--- src/rtl/instr_mem_pkg.sv ---
`default_nettype none
// ============================================================================
//  Package     : instr_mem_pkg
//  Description : Shared opcodes, default NOP word and the controller states
//                of the loadable instruction memory.
//  Revision    : 1.0 - initial release
// ============================================================================
package instr_mem_pkg;

  localparam logic [3:0] OP_ADD   = 4'b0001;
  localparam logic [3:0] OP_SUB   = 4'b0010;
  localparam logic [3:0] OP_OR    = 4'b0100;
  localparam logic [3:0] OP_XOR   = 4'b0101;
  localparam logic [3:0] OP_SL    = 4'b0110;
  localparam logic [3:0] OP_LOAD  = 4'b1010;
  localparam logic [3:0] OP_STORE = 4'b1011;
  localparam logic [3:0] OP_BZ    = 4'b1100;

  localparam logic [15:0] NOP_WORD_DEFAULT = 16'h0000;

  typedef enum logic [0:0] {
    ST_CLEAR = 1'b0,
    ST_RUN   = 1'b1
  } mem_state_e;

endpackage : instr_mem_pkg
`default_nettype wire

--- src/rtl/instr_mem_array.sv ---
`default_nettype none
// ============================================================================
//  Module      : instr_mem_array
//  Description : Single write port, single registered read port with read
//                enable; a same-address write is forwarded to the read data.
//  Revision    : 1.0 - initial release
// ============================================================================
module instr_mem_array #(
  parameter int          IW    = 16,
  parameter int          AW    = 8,
  parameter int unsigned DEPTH = 256
) (
  input  logic          clk,
  input  logic          we_i,
  input  logic [AW-1:0] waddr_i,
  input  logic [IW-1:0] wdata_i,
  input  logic          re_i,
  input  logic [AW-1:0] raddr_i,
  output logic [IW-1:0] rdata_o
);

  logic [IW-1:0] mem_q [DEPTH];
  logic [IW-1:0] rdata_q;

  always_ff @(posedge clk) begin
    if (we_i) begin
      mem_q[waddr_i] <= wdata_i;
    end
    if (re_i) begin
      rdata_q <= (we_i && (waddr_i == raddr_i)) ? wdata_i : mem_q[raddr_i];
    end
  end

  assign rdata_o = rdata_q;

endmodule : instr_mem_array
`default_nettype wire

--- src/rtl/instr_mem_sync.sv ---
`default_nettype none
// ============================================================================
//  Module      : instr_mem_sync
//  Description : Loadable program memory with reset NOP sweep, run-time
//                loader port and registered, stallable fetch port.
//  Revision    : 1.0 - initial release
// ============================================================================
module instr_mem_sync
  import instr_mem_pkg::*;
#(
  parameter int            IW       = 16,
  parameter int            AW       = 8,
  parameter int unsigned   DEPTH    = 256,
  parameter logic [IW-1:0] NOP_WORD = IW'(NOP_WORD_DEFAULT)
) (
  input  logic          clk,
  input  logic          rst,
  input  logic          ld_en,
  input  logic [AW-1:0] ld_addr,
  input  logic [IW-1:0] ld_data,
  output logic          ld_ready,
  output logic          busy,
  input  logic          fetch_en,
  input  logic          stall,
  input  logic [15:0]   pc_out,
  output logic [IW-1:0] instr_out,
  output logic [15:0]   instr_pc,
  output logic          instr_valid,
  output logic          addr_fault,
  output logic          ld_fault
);

  mem_state_e    state_q, state_d;
  logic [AW:0]   clr_cnt_q, clr_cnt_d;
  logic          nop_sel_q;
  logic [15:0]   instr_pc_q;
  logic          valid_q;
  logic          afault_q;
  logic          ldfault_q;

  logic          run;
  logic          clr_last;
  logic          pc_in_range;
  logic          ld_in_range;
  logic          fetch_go;
  logic          mem_we;
  logic [AW-1:0] mem_waddr;
  logic [IW-1:0] mem_wdata;
  logic          mem_re;
  logic [IW-1:0] mem_rdata;

  assign run         = (state_q == ST_RUN);
  assign clr_last    = (32'(clr_cnt_q) == (DEPTH - 1));
  assign pc_in_range = (32'(pc_out) < DEPTH);
  assign ld_in_range = (32'(ld_addr) < DEPTH);
  assign fetch_go    = run && !stall && fetch_en;

  always_comb begin
    state_d   = state_q;
    clr_cnt_d = clr_cnt_q;
    case (state_q)
      ST_CLEAR: begin
        clr_cnt_d = clr_cnt_q + (AW+1)'(1);
        if (clr_last) begin
          state_d = ST_RUN;
        end
      end
      ST_RUN:  state_d = ST_RUN;
      default: state_d = ST_CLEAR;
    endcase
  end

  // The sweep owns the write port until RUN; the loader takes it afterwards.
  assign mem_we    = !rst && (run ? (ld_en && ld_in_range) : 1'b1);
  assign mem_waddr = run ? ld_addr : clr_cnt_q[AW-1:0];
  assign mem_wdata = run ? ld_data : NOP_WORD;
  assign mem_re    = !rst && fetch_go && pc_in_range;

  instr_mem_array #(
    .IW    (IW),
    .AW    (AW),
    .DEPTH (DEPTH)
  ) u_array (
    .clk     (clk),
    .we_i    (mem_we),
    .waddr_i (mem_waddr),
    .wdata_i (mem_wdata),
    .re_i    (mem_re),
    .raddr_i (pc_out[AW-1:0]),
    .rdata_o (mem_rdata)
  );

  always_ff @(posedge clk) begin
    if (rst) begin
      state_q    <= ST_CLEAR;
      clr_cnt_q  <= '0;
      nop_sel_q  <= 1'b1;
      instr_pc_q <= '0;
      valid_q    <= 1'b0;
      afault_q   <= 1'b0;
      ldfault_q  <= 1'b0;
    end else begin
      state_q   <= state_d;
      clr_cnt_q <= clr_cnt_d;
      ldfault_q <= run && ld_en && !ld_in_range;
      if (!run) begin
        valid_q  <= 1'b0;
        afault_q <= 1'b0;
      end else if (!stall) begin
        if (fetch_en) begin
          valid_q    <= 1'b1;
          afault_q   <= !pc_in_range;
          nop_sel_q  <= !pc_in_range;
          instr_pc_q <= pc_out;
        end else begin
          valid_q  <= 1'b0;
          afault_q <= 1'b0;
        end
      end
    end
  end

  // nop_sel_q only changes on an accepted fetch, so instr_out holds with the array data.
  assign instr_out   = nop_sel_q ? NOP_WORD : mem_rdata;
  assign instr_pc    = instr_pc_q;
  assign instr_valid = valid_q;
  assign addr_fault  = afault_q;
  assign ld_fault    = ldfault_q;
  assign busy        = !run;
  assign ld_ready    = run;

endmodule : instr_mem_sync
`default_nettype wire

--- config.mk ---
export PLATFORM = sky130hd
export DESIGN_NAME = instr_mem_sync
export DESIGN_NICKNAME = d
export VERILOG_FILES = /design/src/rtl/instr_mem_pkg.sv /design/src/rtl/instr_mem_array.sv /design/src/rtl/instr_mem_sync.sv
export SDC_FILE = /design/constraint.sdc
export NUM_CORES = 2
export LEC_CHECK = 0
export CELL_PAD_IN_SITES_DETAIL_PLACEMENT = 1
export CELL_PAD_IN_SITES_GLOBAL_PLACEMENT = 1
export CORE_UTILIZATION = 40
export DETAILED_ROUTE_END_ITERATION = 8
export HOLD_SLACK_MARGIN = 0.02
export PLACE_DENSITY = 0.67
export SYNTH_ARGS = -nofsm -noshare
export SYNTH_HDL_FRONTEND = slang
export SYNTH_SLANG_ARGS = --single-unit
--- constraint.sdc ---
create_clock -name clk -period 9.5 [get_ports clk]
set_input_delay 1.9 -clock clk [delete_from_list [all_inputs] [get_ports clk]]
set_output_delay 1.9 -clock clk [all_outputs]
set_load 0.02 [all_outputs]
# Word level (Yosys, flattened, before mapping)
# Memory sizes are Yosys's and may differ from the RTL's. A register that Yosys moved wholly into a read port is not among the register bits.
# Cells that the tools add are included.
# word_totals
wordCells	33
mem_bits_rw	4096
in_bits	45
register_bits	29
mem_count	1
# mem_list
memory	depth	word_bits	rd	rd_ports_with_merged_regs	wr	line_no	text
u_array.mem_q	256	16	1	1	1	instr_mem_array.sv:22	logic [IW-1:0] mem_q [DEPTH];
# op_classes
n_mux	10
n_bitwise	2
n_reduce_logical	11
n_eq_ne	1
n_addsub	1
order_cmp	1
# op_table
op	count
$mux 16	2
$lt 16x9->1 const B	1
$add 9x1->9 const B	1
$eq 9x8->1 const B	1
$mux 8	1
$mux 1	6
$logic_and 1x1->1	5
$logic_not 1->1	4
$reduce_and 3->1	1
$not 1->1	2
$pmux 1 s2	1
$reduce_or 2->1	1

# Longest topological paths before layout
# logic_depth
depth_word	5
ltp_mapped	15
depth_no_buf	7

# Hierarchy
# Synthesis repeated with hierarchy kept, for this count alone.
# hier_totals
cells_unflattened	7592
hier_area_um2	159658.1
# by_module_without_submodules
mod	cells_each	area_per_inst_um2	instances
instr_mem_array	7444	158228.0	1
instr_mem_sync	148	1430.1	1

# Least setup slack after synthesis
# Ideal clock, no wire load.
# synth_path
kind	input -> register
startpoint	input ld_data[3]
endpoint	memory u_array.mem_q[0][3] (data pin)
path_stages	1
setup_time_ns	0.870
arrival_ns	5.144
setup_slack_ns	3.486
cell_sequence	and2_1
# synth_via
elab_chain_len	1
# synth_rtl
element	line_no	text
from (decl)	instr_mem_sync.sv:20	input logic [IW-1:0] ld_data,
$mux 16	instr_mem_sync.sv:76	assign mem_wdata = run ? ld_data : NOP_WORD;
to (decl)	instr_mem_array.sv:22	
# Every way passes these cells.

# Worst setup path after layout
# layout_path
startpoint	input pc_out[0]
endpoint	register u_array.rdata_q[6] (netlist: u_array.rdata_o[6]), read port of u_array.mem_q (data pin)
# layout_via
elab_chain_len	2
# layout_rtl
element	line_no	text
from (decl)	instr_mem_sync.sv:25	input logic [15:0] pc_out,
$lt 16x9->1	instr_mem_sync.sv:54	assign pc_in_range = (32'(pc_out) < DEPTH);
$logic_and 1x1->1	instr_mem_sync.sv:77	assign mem_re = !rst && fetch_go && pc_in_range;
to (decl)	instr_mem_array.sv:23	logic [IW-1:0] rdata_q;
# Parallel ways exist; a longest one is shown, timed or not.
# A chain may end at the register's enable or synchronous reset.

==> results by stage <==
Outcome:
- The flow ran to the end, and the final reports show no timing, DRC or antenna violations.

Pwr:
- The worst ir drop on vdd is 173 uV.
- The design draws 0.0370 W.
- Dividing total power by cell area gives a power density of 203 nW/um2.
- Summed over all cells, the static leakage comes to 60.0 nW.

Die:
- In this run the count of I/O pins placed on the die edge is 82.
- In this run the vertical extent of the chip is 635 um.
- The number of rows created at floorplan is 232.
- The area of the die is 403000 um2.
- The die is 635 um wide.
- Once the floorplan was initialized, standard cells occupied 40.2% of the core.
- The core area is 399000 um2.

Final layout:
- The fraction of final layout cells sized beyond drive strength 1 is 25.1%.
- The post-route standard cell area excluding fillers is 182000 um2.
- The final layout contains 8045 nets.
- The utilization after layout is 45.6%.
- The post-synthesis to final-layout area growth is 13.5%.
- Counting the fill cells in the layout gives 36610.

Critical path:
- The internal reg-to-reg setup slack is 4.51 ns.
- The data arrival time of the worst path is 6.77 ns.
- The critical path is of the primary input to register type.
- STA classifies the critical path endpoint as a register.
- STA classifies the critical path startpoint as a primary input.
- Of all nets on the critical path, the largest fanout is 85.
- The worst setup path endpoint is u_array.rdata_o[6]$_DFFE_PP_.
- The timing startpoint of the critical path is pc_out[0].
- The worst register-to-register path has a depth of 7.
- The required time at the worst-slack endpoint is 10.18 ns.
- In this run the critical register-to-register path is captured at u_array.mem_q[29][15]$_DFFE_PP_.
- The reg-to-reg startpoint is ld_ready$_SDFF_PP0_.

Clock tree:
- The quantity of hold-fixing buffers added after cts is 0.
- Clock-pin slew was measured on the worst setup and hold paths at 0.06 ns.
- Post-CTS repair changed the size of 0 cells.
- At the later pin of the worst-skew pair, clock insertion delay measures 1.03 ns.
- The clock passes through at most 4 buffers.
- Clock tree synthesis found a total of 4141 sinks.
- Clock tree synthesis inserted a total of 411 buffers.
- The number of setup buffers added after CTS is 0.
- TritonCTS built the clock tree.
- The maximum level of the CTS H-tree is 5.
- The cell sitting at the root of the clock tree is a sky130_fd_sc_hd__clkbuf_16.

Route:
- The routed layout has 84885 vias.
- The per-cell via count in the routed design is 6.24.
- After detailed routing, the total wire length is 507000 um.
- The post-detailed-route DRC marker count is 0.
- The number of DRC markers in iteration 0 is 11946.
- The count of nets left with antenna violations once routing finished came out at 0.
- The first-pass iteration count of the detailed router is 6.
- In the final routed layout, each cell accounts on average for 37.3 um.

STA:
- Setup repair after global routing left no endpoint under its margin.
- The worst clock skew on the final layout is 0.0846 ns.
- The total negative setup slack is 0 ns.
- The worst-case setup margin in the final layout is 3.41 ns.
- The remaining max-slew budget at the tightest pin is 4.32%.
- The number of failing hold endpoints at the final stage is 0.
- In the finished design, the share of the clock period the worst path needs comes to 64.1%.
- The smallest clock period supported by the final layout is computed as 6.09 ns.
- The count of endpoints failing setup in the final report is 0.
- The top achievable clock speed is 164 MHz.
- The total count of max-transition violations in the final report is 0.
- The transition time at the pin with the least slew margin is 1.44 ns.

Synth:
- After technology mapping, the gate count stands at 7554.
- The post-synthesis register bit count is 4141.
- The post-synthesis instance area is 160000 um2.
- The commonest register cell after synthesis is sky130_fd_sc_hd__edfxtp_1.
- The fraction of the yosys area taken by sequential cells is 77.4%.
- The number of flops mapped to enable cells by yosys is 4112.
- Yosys printed 0 warnings.
- Synthesis instantiated 73 different standard cells from the library.
- Each instance of the synthesized netlist takes up on average 21.2 um2.
- Counting flops with an async set or reset pin after synthesis yields a share of 0%.
- The post-synth net total is 7601.

Place:
- In this run the cell area measured after placement is 169000 um2.
- Buffers placed on the I/O ports in this run total 80.
- The worst-case setup slack after placement is 2.59 ns.
- The congestion estimate from routability-driven global placement came to 0.904.
- The wire-length estimate of the detail-placed layout is 310000 um.

GRT:
- Entering global routing, the biggest net connects 186 pins.
- The first global-routing pass estimated 696000 um of wire.
- The number of antenna violations at the first check in global routing is 43.
- The leftover overflow at the end of global routing is 0.
- The number of global-route vias before repair is 85330.
- The overall global routing resource usage is 24.6%.

Worst hold path:
- The worst min-delay path category is register to register.

Job:
- Max-cap violations in this run came to 0.
cells by family after synthesis:
logic type	count (synthesis)	synth area share, %
multiplexers	1342	15.2
AO/OA/AOI/OAI	792	3.48
buffers and inverters	477	1.59
flip-flops	4141	77.4
other	1	0.00234
AND/OR/NAND/NOR	784	2.19
XOR/XNOR	15	0.0820
adder cells (fa/ha/maj)	2	0.0156
area by class of cell:
class	instances	area [um2]	area share, %
antenna	13	32.5	0.0179
multi-input combinational	2936	34300	18.8
clock buffer	515	10800	5.92
clock inverter	233	1890	1.04
tap	5265	6590	3.62
inverter	16	72.6	0.0399
timing repair buffer	492	4230	2.33
sequential	4141	124000	68.2
worst min-delay path by stage:
stage | slack, ns | cells past startpoint | from | to
2_1_floorplan | 0.45 | 2 | clr_cnt_q[8]$_SDFFE_PP0N_ | clr_cnt_q[8]$_SDFFE_PP0N_
6_report | 0.48 | 1 | instr_pc[5]$_SDFFE_PP0P_ | instr_pc[5]$_SDFFE_PP0P_
3_3_place_gp | 0.46 | 1 | instr_pc[2]$_SDFFE_PP0P_ | instr_pc[2]$_SDFFE_PP0P_
4_1_cts | 0.48 | 1 | instr_pc[5]$_SDFFE_PP0P_ | instr_pc[5]$_SDFFE_PP0P_
3_5_place_dp | 0.46 | 1 | instr_pc[5]$_SDFFE_PP0P_ | instr_pc[5]$_SDFFE_PP0P_
5_1_grt | 0.49 | 1 | instr_pc[8]$_SDFFE_PP0P_ | instr_pc[8]$_SDFFE_PP0P_
metal layers:
metal,vias up,GRT usage [%],routed length [um]
met5,-,0,223
met4,34,11.6,27500
met3,1043,5.17,50200
met2,5120,38.4,235000
met1,46044,33.1,194000
li1,32644,-,-
cell usage in the layout, fill, tap and decap left out, types with 12 or more instances in the layout:
| cell | instances |
|---|---|
| sky130_fd_sc_hd__nor2_1 | 189 |
| sky130_fd_sc_hd__buf_4 | 387 |
| sky130_fd_sc_hd__nand3_1 | 51 |
| sky130_fd_sc_hd__a22o_1 | 49 |
| sky130_fd_sc_hd__xnor2_1 | 12 |
| sky130_fd_sc_hd__o211ai_1 | 16 |
| sky130_fd_sc_hd__o21ai_0 | 92 |
| sky130_fd_sc_hd__clkbuf_1 | 100 |
| sky130_fd_sc_hd__and2_1 | 18 |
| sky130_fd_sc_hd__diode_2 | 13 |
| sky130_fd_sc_hd__a221oi_1 | 51 |
| sky130_fd_sc_hd__buf_12 | 26 |
| sky130_fd_sc_hd__nor2_2 | 148 |
| sky130_fd_sc_hd__o22ai_1 | 98 |
| sky130_fd_sc_hd__and2_4 | 17 |
| sky130_fd_sc_hd__edfxtp_1 | 4112 |
| sky130_fd_sc_hd__nand4_1 | 12 |
| sky130_fd_sc_hd__mux2_2 | 39 |
| sky130_fd_sc_hd__nor3_1 | 53 |
| sky130_fd_sc_hd__o221ai_1 | 101 |
| sky130_fd_sc_hd__a22oi_1 | 91 |
| sky130_fd_sc_hd__clkbuf_16 | 415 |
| sky130_fd_sc_hd__nor4_1 | 15 |
| sky130_fd_sc_hd__nand3_2 | 16 |
| sky130_fd_sc_hd__a31oi_1 | 39 |
| sky130_fd_sc_hd__bufinv_16 | 17 |
| sky130_fd_sc_hd__dfxtp_1 | 28 |
| sky130_fd_sc_hd__mux4_2 | 869 |
| sky130_fd_sc_hd__a211oi_1 | 20 |
| sky130_fd_sc_hd__clkdlybuf4s50_1 | 72 |
| sky130_fd_sc_hd__nor2b_1 | 28 |
| sky130_fd_sc_hd__clkinv_1 | 110 |
| sky130_fd_sc_hd__clkinv_2 | 72 |
| sky130_fd_sc_hd__a21oi_1 | 135 |
| sky130_fd_sc_hd__nand2_1 | 170 |
| sky130_fd_sc_hd__mux2i_1 | 434 |
stage by stage:
step	hold WS, ns	std cells
after global placement	0.459	12850
after CTS	0.476	13598
after detailed placement	0.460	12850
after floorplan	0.454	7554
final	0.477	13611
after global routing	0.494	13601
report_power, final:
part / internal [W] / switching [W]
combinational: 0.000579 / 0.00108
sequential: 0.0198 / 0.00000573
clock: 0.00851 / 0.00701
total: 0.0289 / 0.00810
cells in the mapped netlist, types with 16 or more instances:
| library cell | n | area share [%] |
|---|---|---|
| sky130_fd_sc_hd__o211ai_1 | 16 | 0.075 |
| sky130_fd_sc_hd__nor2_1 | 340 | 0.80 |
| sky130_fd_sc_hd__a31oi_1 | 39 | 0.15 |
| sky130_fd_sc_hd__nor3_1 | 54 | 0.17 |
| sky130_fd_sc_hd__dfxtp_1 | 29 | 0.36 |
| sky130_fd_sc_hd__buf_6 | 42 | 0.30 |
| sky130_fd_sc_hd__a22oi_1 | 91 | 0.43 |
| sky130_fd_sc_hd__buf_2 | 95 | 0.30 |
| sky130_fd_sc_hd__mux2i_1 | 434 | 2.7 |
| sky130_fd_sc_hd__nor2b_1 | 34 | 0.13 |
| sky130_fd_sc_hd__mux4_2 | 869 | 12 |
| sky130_fd_sc_hd__mux2_2 | 39 | 0.27 |
| sky130_fd_sc_hd__buf_4 | 84 | 0.39 |
| sky130_fd_sc_hd__edfxtp_1 | 4112 | 77 |
| sky130_fd_sc_hd__and2_1 | 35 | 0.14 |
| sky130_fd_sc_hd__clkbuf_1 | 198 | 0.46 |
| sky130_fd_sc_hd__a211oi_1 | 23 | 0.11 |
| sky130_fd_sc_hd__a22o_1 | 49 | 0.27 |
| sky130_fd_sc_hd__buf_1 | 41 | 0.096 |
| sky130_fd_sc_hd__a21oi_1 | 137 | 0.43 |
| sky130_fd_sc_hd__o221ai_1 | 101 | 0.55 |
| sky130_fd_sc_hd__nand2_1 | 171 | 0.40 |
| sky130_fd_sc_hd__nand3_1 | 67 | 0.21 |
| sky130_fd_sc_hd__a221oi_1 | 51 | 0.28 |
| sky130_fd_sc_hd__o22ai_1 | 98 | 0.38 |
| sky130_fd_sc_hd__o21ai_0 | 93 | 0.29 |
sequential cells by signal, summed over array words and instances (netlist names):
register,count
instr_valid,1
clr_cnt_q,9
u_array.mem_q,4096
u_array.rdata_o,16
addr_fault,1
ld_ready,1
nop_sel_q,1
instr_pc,16
worst max-delay path, cell delays in order:
cell and delay (ns):
sky130_fd_sc_hd__buf_16 0.48, sky130_fd_sc_hd__buf_4 0.50, sky130_fd_sc_hd__buf_4 0.53, sky130_fd_sc_hd__mux4_2 0.61, sky130_fd_sc_hd__mux4_2 0.56, sky130_fd_sc_hd__nand2_1 0.26
sky130_fd_sc_hd__o221ai_1 0.37, sky130_fd_sc_hd__o32ai_1 1.16, sky130_fd_sc_hd__a31oi_1 0.18
Note: power is estimated with default switching activity, not from simulation.
